`src/rtl/bcd_conv_arb.sv`:
```
// Two-requester round-robin front end for an iterative double-dabble binary-to-BCD converter.
// Optional macro BCD_CONV_ARB_BLANK_EN: blank leading zero digits (bcd3..bcd1) as 4'hF.
module bcd_conv_arb #(
  parameter int unsigned W   = 14,
  parameter int unsigned SAT = 9999
) (
  input  logic         clk,
  input  logic         rst,
  input  logic [1:0]   req,
  input  logic [W-1:0] bin0,
  input  logic [W-1:0] bin1,
  output logic [1:0]   ack,
  output logic         busy,
  output logic         out_valid,
  output logic         out_id,
  output logic [3:0]   bcd3,
  output logic [3:0]   bcd2,
  output logic [3:0]   bcd1,
  output logic [3:0]   bcd0
);

  localparam int unsigned CNT_W = $clog2(W + 1);
  localparam int unsigned BCD_W = 16;

  typedef enum logic [1:0] {IDLE, SHIFT, DONE} state_t;

  state_t             state, state_next;
  logic [CNT_W-1:0]   cnt;
  logic [W-1:0]       sr;
  logic [BCD_W-1:0]   bcd;
  logic               last;
  logic               id;

  logic               grant_en;
  logic               grant_id;
  logic [W-1:0]       sel;
  logic [W-1:0]       sel_sat;
  logic [BCD_W-1:0]   adj;
  logic [3:0]         dig3, dig2, dig1, dig0;

  // Next state, round-robin grant, operand clamp, add-3 correction and digit formatting
  always_comb begin
    state_next = state;
    grant_en   = 1'b0;
    grant_id   = 1'b0;
    unique case (state)
      IDLE: begin
        if (|req) begin
          grant_en   = 1'b1;
          state_next = SHIFT;
          grant_id   = (req == 2'b11) ? ~last : req[1];
        end
      end
      SHIFT:   if (cnt == CNT_W'(W - 1)) state_next = DONE;
      DONE:    state_next = IDLE;
      default: state_next = IDLE;
    endcase

    sel     = grant_id ? bin1 : bin0;
    sel_sat = (32'(sel) > SAT) ? W'(SAT) : sel;

    adj = bcd;
    for (int i = 0; i < 4; i++) begin
      if (bcd[4*i +: 4] >= 4'd5) adj[4*i +: 4] = bcd[4*i +: 4] + 4'd3;
    end

    dig3 = bcd[15:12];
    dig2 = bcd[11:8];
    dig1 = bcd[7:4];
    dig0 = bcd[3:0];
`ifdef BCD_CONV_ARB_BLANK_EN
    if (bcd[15:12] == 4'd0) begin
      dig3 = 4'hF;
      if (bcd[11:8] == 4'd0) begin
        dig2 = 4'hF;
        if (bcd[7:4] == 4'd0) dig1 = 4'hF;
      end
    end
`endif
  end

  always_ff @(posedge clk or posedge rst) begin
    if (rst) begin
      state     <= IDLE;
      cnt       <= '0;
      sr        <= '0;
      bcd       <= '0;
      last      <= 1'b1;
      id        <= 1'b0;
      ack       <= '0;
      busy      <= 1'b0;
      out_valid <= 1'b0;
      out_id    <= 1'b0;
      bcd3      <= '0;
      bcd2      <= '0;
      bcd1      <= '0;
      bcd0      <= '0;
    end else begin
      state     <= state_next;
      busy      <= (state_next != IDLE);
      ack       <= '0;
      out_valid <= 1'b0;
      if (grant_en) begin
        sr   <= sel_sat;
        bcd  <= '0;
        cnt  <= '0;
        id   <= grant_id;
        last <= grant_id;
        ack  <= grant_id ? 2'b10 : 2'b01;
      end
      if (state == SHIFT) begin
        // Correct columns first, then shift the combined BCD:binary register left
        {bcd, sr} <= {adj[BCD_W-2:0], sr, 1'b0};
        cnt       <= cnt + CNT_W'(1);
      end
      if (state == DONE) begin
        bcd3      <= dig3;
        bcd2      <= dig2;
        bcd1      <= dig1;
        bcd0      <= dig0;
        out_id    <= id;
        out_valid <= 1'b1;
      end
    end
  end

endmodule
```
`config.mk`:
```
export PLATFORM = sky130hd
export DESIGN_NAME = bcd_conv_arb
export DESIGN_NICKNAME = d
export VERILOG_FILES = /design/src/rtl/bcd_conv_arb.sv
export SDC_FILE = /design/constraint.sdc
export NUM_CORES = 1
export LEC_CHECK = 0
export BUFFER_PORTS_ARGS = -buffer_cell sky130_fd_sc_hd__buf_4
export CORE_MARGIN = 1
export CORE_UTILIZATION = 55
export DETAILED_ROUTE_END_ITERATION = 12
export PLACE_DENSITY = 0.79
export SYNTH_ARGS = -nofsm -noshare
export SYNTH_HDL_FRONTEND = slang
export SYNTH_SLANG_ARGS = --single-unit
```
`constraint.sdc`:
```
create_clock -name clk -period 2.2 [get_ports clk]
set_input_delay 0.33 -clock clk [delete_from_list [all_inputs] [get_ports clk]]
set_output_delay 0.33 -clock clk [all_outputs]
set_load 0.03 [all_outputs]
```
==> metrics.csv, run 1 <==
metric,value,unit
status,completed,
switching pwr,1.77,mW
TNS Setup,0,ps
ant diodes,0,
CP startpoint,state[0]$_DFF_PP0_,
largest incremental delay on the critical path,440,ps
H-Tree Depth,3,
cell at the slowest stage of the critical path,dfrtp_1,
"Clk Latency, worst-skew pair",320,ps
die area,5560,um2
nets,357,
Slew Limit Fails,0,
pwr/cell area,1300,nW/um2
Antenna Nets Post-Route,0,
CTS tree,yes,
Mapped Area,2890,um2
register bit total from synthesis,59,
I/O Buffers,52,
layout cells sized above 1,0.331,
Yosys Warn Count,0,
dpl cell area,3350,um2
simple-gate share of the synthesized area,0.0947,
Worst Path Max Fanout,12,
Setup-failing EPs final,0,
Synth Area in Adders,0.0432,
Hold Crit Class,primary input to flop,
Pleak,1.59,nW
area of the multi-input gates,1290,um2
Die X-Extent,74.5,um
height of the die,74.5,um
clock transition at the registers of the reported paths,70,ps
Remaining DRCs,0,
Final Critical Period,1780,ps
CP endpoint kind,flop,
"Worst Path Class, Setup",flop to flop,
Post-DP HPWL,4.04,mm
fin area,3530,um2
CTS resizes,0,
initial antenna violation count,0,
first-pass GRT wire length,9.36,mm
"CP delay by family, top",compound AO/OA/AOI/OAI gates,
core area,5070,um2
largest net degree at the start of global routing,27,
unrepaired setup endpoints after global routing,false,
max cap viols,0,
Bufs and invs on worst path,1,
GR Util met3,0.0379,
Initial DRC Count,72,
largest family of logic cells by synthesized area,compound AO/OA/AOI/OAI gates,
row count,26,
filler instances,417,
GRT overflow,0,
critical path cell sequence,a211oi_4 -> nand2_2 -> clkinv_2 -> mux2_2 -> o2bb2ai_1,
via count,2178,
sequential fraction of the synthesis area,0.511,
vias in the first global route,2047,
CTS Buffer Depth,2,
Starting Density,0.570,
area delta synth->final,21.8,%
Post-synth EDFFs,0,
post-synthesis xor/xnor area fraction,0.0182,
clock skew,9.42,ps
Total GRT Usage,0.225,
final period utilization,0.811,
# clock sinks,59,
Most used DFF post-synth,dfrtp_1,
Internal,2.82,mW
Max Fclk,561,MHz
Max transition margin,0.557,
Sw Ratio,0.386,
Startpoint Class,flop,
syn_area_per_cell,11.3,um2
post-synthesis mux area share,0.121,
Final Hold Fails,0,
clock root buffer master,clkbuf_8,
Synth Instances,256,
final wirelength,5.67,mm
Tightest Pin Transition,665,ps
Placer Congestion,0.839,
GRT Max-Usage Layer,met2,
vias per cell,5.58,
Clk pwr share,0.181,
met2 Track Usage GR,0.360,
Post-synth ARST share,1.00,
RR Startpoint,state[0]$_DFF_PP0_,
WL per Instance,14.5,um
Logic pwr share,0.421,
Worst Path Arrival,1990,ps
CTS Buf Count,9,
GR Util met1,0.303,
Compound-Gate Fraction of Synth Area,0.170,
Syn Nets,298,
worst endpoint required time,2410,ps
Flop pwr share,0.398,
maximum VDD drop,0.588,mV
IO Pins,53,
register area,1480,um2
Yosys cell types,44,
first-pass iteration count of the detailed router,5,
Hold Crit Start,bin0[0],
[state kept, by name, indices dropped and copies added (netlist names)]
signal / count
out_id: 1
last: 1
bcd0: 4
id: 1
cnt: 4
out_valid: 1
state: 2
bcd2: 4
bcd3: 4
ack: 2
bcd1: 4
sr: 14
bcd: 16
busy: 1
[worst reg2reg max path, cell delays in order, from the launching register on]
cell and delay (ps):
dfrtp_1 440, a211oi_4 350, nand2_2 170, clkinv_2 210, mux2_2 380, o2bb2ai_1 120
[final timing paths]
path | end | slack [ps] | cells past startpoint
max in group asynchronous | bcd[10]$_DFFE_PP0P_ | 1020 | 4
setup / recovery | sr[7]$_DFFE_PP0P_ | 420 | 5
hold / removal | sr[0]$_DFFE_PP0P_ | 330 | 3
min in group asynchronous | sr[10]$_DFFE_PP0P_ | 530 | 3
setup reg to reg | sr[7]$_DFFE_PP0P_ | 420 | 5
hold reg to reg | bcd[0]$_DFFE_PP0P_ | 480 | 2
[layer usage]
metal	part of all wire	routed length (um)
met4	0.015	87
met2	0.48	2700
met1	0.47	2650
met3	0.040	226
met5	0	0
[cell usage after synthesis (2+ instances only)]
master / instances / area (um2)
a22oi_1: 4 / 30.0
a21oi_1: 12 / 60.1
nor4_1: 2 / 12.5
o2bb2ai_1: 5 / 43.8
nand2_1: 13 / 48.8
a211oi_2: 4 / 50.1
xor2_1: 2 / 17.5
inv_1: 12 / 45.0
a31oi_1: 4 / 25.0
mux2_2: 23 / 259
ha_1: 10 / 125
clkbuf_1: 7 / 26.3
xnor2_1: 4 / 35.0
a22o_1: 2 / 17.5
nor3_1: 7 / 35.0
o21ai_0: 16 / 80.1
nand2b_1: 6 / 37.5
o32ai_1: 2 / 17.5
o22ai_1: 5 / 31.3
nor2_1: 15 / 56.3
buf_2: 3 / 15.0
a32o_1: 3 / 30.0
o31ai_1: 4 / 30.0
nand3_1: 6 / 30.0
mux2i_1: 9 / 90.1
dfrtp_1: 58 / 1450
[timing repair]
action / CTS / global route
setup endpoints to repair: 0 / 0
hold buffers: 1 / 0
buffers inserted: 0 / 0
endpoints found under the hold margin: 15 / 0
[metrics by stage]
step                       util  worst slack (ps)  std cells  power, mW  hold WS, ps
final                     0.695               416        390       4.59          328
after global routing      0.695               331        390       4.93          349
after CTS                 0.695               429        390       4.61          324
after detailed placement  0.661               375        373       3.77          324
after global placement    0.661               404        373       3.69          318
after floorplan               -               415        256       3.25          441
[cell type report]
type | instances | area share
inverters | 13 | 0.0142
well taps | 70 | 0.0248
repair buffers | 60 | 0.128
flip-flops and latches | 59 | 0.419
clock buffers | 13 | 0.0422
multi-input cells | 172 | 0.367
clock inverters | 3 | 0.00426
[power groups by stage]
stage,combinational [mW],clock [mW],sequential (mW)
final,1.93,0.829,1.83
after global routing,2.16,0.890,1.89
after CTS,1.94,0.849,1.82
after detailed placement,1.93,0,1.84
after global placement,1.87,0,1.82
after floorplan,1.30,0,1.95
[cell families (layout without fill, tap and decap cells)]
kind of cell	Yosys count	in the layout
buf+inv	25	89
flops	59	59
mux	32	32
simple gates	57	57
fa+ha+maj	10	10
xor+xnor	6	6
compound gates	67	67
[layout by cell type (no fill, tap or decap), types with 5 or more instances in the layout]
cell type	instances
a21oi_1	12
o22ai_1	5
o21ai_0	16
nor3_1	7
nor2_1	15
mux2_2	23
mux2i_1	9
nand2b_1	6
dfrtp_1	58
ha_1	10
buf_4	59
nand2_1	13
inv_1	11
nand3_1	6
o2bb2ai_1	5
clkbuf_8	10
Note: power is estimated with default switching activity, not from simulation.
==> inputs of run 2 (changes only) <==
==> constraint.sdc (replaced) <==
create_clock -name clk -period 1.8 [get_ports clk]
set_input_delay 0.27 -clock clk [delete_from_list [all_inputs] [get_ports clk]]
set_output_delay 0.27 -clock clk [all_outputs]
set_load 0.03 [all_outputs]
==> run 2 against run 1 <==
Compared with the run above:
- total power is 28% higher
- critical endpoint is now bcd[6]$_DFFE_PP0P_
- clock skew decreased by 5.0 ps
- critical path depth up 1
- register-to-register slack worse by 290 ps
- sequential share of layout area shrank 1.4 points
- combinational power up 31%
- wire length is 5.7% higher
- fmax increased by 6.3%
- critical path type unchanged
==> metrics.csv, run 2 (synthesis results as in run 1) <==
metric,value,unit,change
Slew Limit Fails,0,,unchanged
"Worst Path Class, Setup",flop to flop,,
Worst Path Arrival,1930,ps,-60 ps
post-CTS setup buffers,0,,unchanged
Worst Path Max Fanout,4,,-8
Top reg by flops,bcd,,
filler instances,395,,-5.3%
unrepaired setup endpoints after global routing,false,,
vias in the first global route,2253,,+10%
fin cells,402,,+3.1%
initial antenna violation count,0,,unchanged
clock root buffer master,clkbuf_8,,
clock skew,4.46,ps,-4.97 ps
pwr/cell area,1620,nW/um2,+24%
first-pass GRT wire length,9.94,mm,+6.3%
final period utilization,0.932,,+0.122
"commonest non-fill, non-tap cell in the layout",buf_4,,
max cap viols,0,,unchanged
CTS Buf Count,9,,unchanged
Starting Density,0.570,,unchanged
Antenna Nets Post-Route,0,,unchanged
clock transition at the registers of the reported paths,60,ps,about the same
via count,2241,,+2.9%
largest net degree at the start of global routing,36,,+33%
Final Critical Period,1680,ps,-105 ps
# clock sinks,59,,unchanged
CTS tree,yes,,
Max transition margin,0.708,,+0.151
H-Tree Depth,3,,unchanged
"Clk Latency, worst-skew pair",330,ps,about the same
Startpoint Class,flop,,
Initial DRC Count,120,,+67%
Hold Crit Class,primary input to flop,,
Placer Congestion,0.852,,+1.6%
Tightest Pin Transition,434,ps,-231 ps
nets,369,,+3.4%
Remaining DRCs,0,,unchanged
Pleak,1.66,nW,+4.5%
status,completed,,
Cells after DPL,385,,+3.2%
CTS Buffer Depth,2,,unchanged
Post-DP HPWL,4.33,mm,+7.3%
Max Fclk,596,MHz,+6.3%
row count,26,,unchanged
first-pass iteration count of the detailed router,4,,-1
Die X-Extent,74.5,um,unchanged
die area,5560,um2,unchanged
WL per Instance,14.9,um,+2.6%
core area,5070,um2,unchanged
area delta synth->final,25.9,%,
Total GRT Usage,0.241,,+0.0155
worst endpoint required time,2050,ps,-360 ps
top flop regs,"bcd (16), sr (14)",,
layout cells sized above 1,0.358,,+0.0272
Final Hold Fails,0,,unchanged
final wirelength,5.99,mm,+5.7%
highest-count cells in the layout ignoring fill and taps,"buf_4 (71), dfrtp_1 (58), mux2_2 (23)",,
I/O Buffers,52,,unchanged
TNS Setup,0,ps,unchanged
ant diodes,0,,unchanged
number of flip-flops in the largest register,16,,unchanged
height of the die,74.5,um,unchanged
CP endpoint kind,flop,,
maximum VDD drop,0.664,mV,+13%
vias per cell,5.57,,-0.18%
GRT overflow,0,,unchanged
IO Pins,53,,unchanged
Setup-failing EPs final,0,,unchanged
-- run 2: worst paths after layout --
check	startpoint	endpoint	slack [ps]	cells after the start
max	bcd[4]$_DFFE_PP0P_	bcd[6]$_DFFE_PP0P_	120	6
min	bin1[12]	sr[12]$_DFFE_PP0P_	250	3
min in group asynchronous	rst	bcd3[2]$_DFFE_PP0P_	540	4
max reg2reg	bcd[4]$_DFFE_PP0P_	bcd[6]$_DFFE_PP0P_	120	6
min reg2reg	id$_DFFE_PP0P_	id$_DFFE_PP0P_	480	2
max in group asynchronous	rst	last$_DFFE_PP1P_	860	4
-- run 2: routing by layer --
metal | up-vias | GRT usage | wire (um)
li1 | 1067 | - | -
met1 | 1084 | 0.291 | 2570
met2 | 74 | 0.399 | 2940
met3 | 16 | 0.0542 | 324
met4 | 0 | 0.132 | 157
met5 | - | 0 | 0
-- run 2: where the power goes --
part | leakage [nW] | switching, mW | internal [mW] | total, mW
clock | 0.0997 | 0.483 | 0.649 | 1.13
sequential | 0.710 | 0.383 | 1.85 | 2.24
combinational | 0.850 | 1.35 | 1.17 | 2.52
-- run 2: worst max-delay path, cell delays in order (launching register included) --
cell and delay, ps:
dfrtp_1 410, inv_1 120, ha_1 210, nand2b_1 90
a21oi_1 260, mux2_2 370, o21ai_0 140
-- run 2: timing repair --
action                                  in CTS  in global routing
endpoints found under the setup margin       0                  0
resized for setup                            0                  0
hold endpoints to repair                    24                  0
hold buffers                                 1                  0
-- run 2: final cells by class --
type | count | area (um2) | area share
well taps | 70 | 87.6 | 0.0240
inverters | 13 | 50.0 | 0.0137
flip-flops and latches | 59 | 1480 | 0.406
clock inverters | 1 | 5.00 | 0.00137
repair buffers | 72 | 543 | 0.149
multi-input cells | 172 | 1290 | 0.355
clock buffers | 15 | 186 | 0.0512
-- run 2: stage by stage --
| stage | hold WS (ps) | instance area (um2) | worst slack (ps) | utilization | power, mW |
|---|---|---|---|---|---|
| final | 247 | 3640 | 122 | 0.718 | 5.89 |
| after global routing | 270 | 3640 | 18.6 | 0.718 | 6.29 |
| after CTS | 243 | 3640 | 109 | 0.718 | 5.93 |
| after detailed placement | 350 | 3440 | 110 | 0.678 | 4.76 |
| after global placement | 341 | 3440 | 152 | 0.678 | 4.64 |
| after floorplan | 431 | 2890 | 75.3 | - | 3.97 |
==> inputs of run 3 (changes only) <==
--- a/config.mk
+++ b/config.mk
@@ -6,8 +6,10 @@
 export NUM_CORES = 1
 export LEC_CHECK = 0
 export BUFFER_PORTS_ARGS = -buffer_cell sky130_fd_sc_hd__buf_4
+export CELL_PAD_IN_SITES_DETAIL_PLACEMENT = 2
+export CELL_PAD_IN_SITES_GLOBAL_PLACEMENT = 2
 export CORE_MARGIN = 1
-export CORE_UTILIZATION = 55
+export CORE_UTILIZATION = 36
 export DETAILED_ROUTE_END_ITERATION = 12
 export PLACE_DENSITY = 0.79
 export SYNTH_ARGS = -nofsm -noshare
==> run 3 against run 2 <==
Compared with the run above:
- fmax decreased by 1.8%
- clock skew increased by 2.1 ps
- global-route usage decreased by 3.6 points
- register-to-register slack got worse by 30 ps
- setup slack got worse by 30 ps
- critical path depth unchanged
- largest cell class unchanged
- highest routed layer unchanged
==> metrics.csv, run 3 (synthesis results as in run 1) <==
metric,value,unit,change
Logic pwr share,0.410,,-0.018
vias in the first global route,2529,,+12%
Internal,3.96,mW,+7.8%
Die X-Extent,91.7,um,+23%
Final Hold Fails,0,,unchanged
number of flip-flops in the largest register,16,,unchanged
ant diodes,0,,unchanged
Placer Congestion,0.788,,-7.5%
clock root buffer master,clkbuf_8,,
Tightest Pin Transition,456,ps,+22.1 ps
CTS Buffer Depth,2,,unchanged
I/O Buffers,52,,unchanged
Worst Path Arrival,1970,ps,+40 ps
nets,364,,-1.4%
"Clk Latency, worst-skew pair",350,ps,+20 ps
Hold Crit Start,bin1[12],,
Top reg by flops,bcd,,
Cells after DPL,412,,+7.0%
"Worst Path Class, Setup",flop to flop,,
Flop pwr share,0.356,,-0.024
vias per cell,5.28,,-5.2%
first-pass iteration count of the detailed router,4,,unchanged
highest-count cells in the layout ignoring fill and taps,"buf_4 (64), dfrtp_1 (58), mux2_2 (23)",,
Sw Ratio,0.378,,+0.00207
switching pwr,2.41,mW,+8.7%
IO Pins,53,,unchanged
Slew Limit Fails,0,,unchanged
CTS Buf Count,9,,unchanged
Max transition margin,0.693,,-0.0149
CP startpoint,bcd[4]$_DFFE_PP0P_,,
GRT overflow,0,,unchanged
CP endpoint kind,flop,,
row count,32,,+23%
Post-DP HPWL,5.60,mm,+29%
largest net degree at the start of global routing,29,,-19%
status,completed,,
fin cells,429,,+6.7%
TNS Setup,0,ps,unchanged
layout cells sized above 1,0.352,,-0.00675
die area,8400,um2,+51%
pwr/cell area,1710,nW/um2,+5.9%
worst endpoint required time,2060,ps,about the same
core area,7770,um2,+53%
clock transition at the registers of the reported paths,70,ps,about the same
"commonest non-fill, non-tap cell in the layout",buf_4,,
Startpoint Class,flop,,
height of the die,91.7,um,+23%
Finished Core Util,0.479,,-0.239
area delta synth->final,28.6,%,
via count,2267,,+1.2%
clock skew,6.55,ps,+2.09 ps
Setup-failing EPs final,0,,unchanged
final wirelength,7.70,mm,+29%
Total GRT Usage,0.205,,-0.0364
top flop regs,"bcd (16), sr (14)",,
Initial DRC Count,26,,-78%
max cap viols,0,,unchanged
CTS tree,yes,,
Final Critical Period,1710,ps,+30.3 ps
# clock sinks,59,,unchanged
maximum VDD drop,0.443,mV,-33%
Max Fclk,585,MHz,-1.8%
Remaining DRCs,0,,unchanged
H-Tree Depth,3,,unchanged
Starting Density,0.373,,-0.198
Hold Crit Class,primary input to flop,,
first-pass GRT wire length,12.9,mm,+30%
RR Startpoint,bcd[4]$_DFFE_PP0P_,,
initial antenna violation count,0,,unchanged
Pleak,1.66,nW,+0.24%
WL per Instance,17.9,um,+20%
final period utilization,0.949,,+0.0168
Clk pwr share,0.234,,+0.042
Worst Path Max Fanout,4,,unchanged
Antenna Nets Post-Route,0,,unchanged
unrepaired setup endpoints after global routing,false,,
## run 3: power by group through the flow
stage	sequential (mW)	combinational [mW]	clock (mW)
floorplan	2.38	1.59	0
global placement	2.25	2.45	0
detailed placement	2.29	2.60	0
CTS	2.27	2.67	1.52
global route	2.33	2.89	1.58
finish	2.26	2.61	1.49
## run 3: final cells by class
type,count,area [um2]
timing repair buffer,67,531
clock buffer,11,141
fill,819,4050
inverter,13,50.0
clock inverter,5,100
tap,102,128
multi-input combinational,172,1290
sequential,59,1480
## run 3: repair_timing
| item | 4_1_cts | 5_1_grt |
|---|---|---|
| endpoints found under the hold margin | 15 | 0 |
| hold buffers | 1 | 0 |
| gates resized for setup | 0 | 0 |
| buffers inserted | 0 | 0 |
## run 3: critical path, cell delays in order, from the launching register on
cell and delay, ps:
dfrtp_1 410, inv_1 140, ha_1 230, nand2b_1 70
a21oi_1 250, mux2_2 370, o21ai_0 160
## run 3: per-layer routing
layer / routed length (um) / GRT usage / vias up / part of all wire
met5: 0 / 0 / - / 0
met4: 101 / 0.0714 / 0 / 0.013
met3: 312 / 0.0580 / 9 / 0.041
met2: 3930 / 0.357 / 61 / 0.51
met1: 3350 / 0.240 / 1143 / 0.44
li1: - / - / 1054 / -
## run 3: worst paths after layout
check / endpoint / slack, ps / depth (start not counted)
max in group asynchronous: sr[6]$_DFFE_PP0P_ / 750 / 4
min in group asynchronous: bcd[14]$_DFFE_PP0P_ / 480 / 3
worst min register to register: last$_DFFE_PP1P_ / 490 / 2
worst max register to register: bcd[6]$_DFFE_PP0P_ / 90 / 6
worst min-delay path: sr[12]$_DFFE_PP0P_ / 270 / 3
worst max-delay path: bcd[6]$_DFFE_PP0P_ / 90 / 6
## run 3: metrics by stage
step           power [mW]  hold WS (ps)  cell area [um2]  setup slack, ps
6_report             6.37           270             3720             91.4
5_1_grt              6.81           273             3720             1.31
4_1_cts              6.46           268             3720             67.1
3_5_place_dp         4.89           297             3470              108
3_3_place_gp         4.70           295             3470              162
2_1_floorplan        3.97           431             2890             75.3
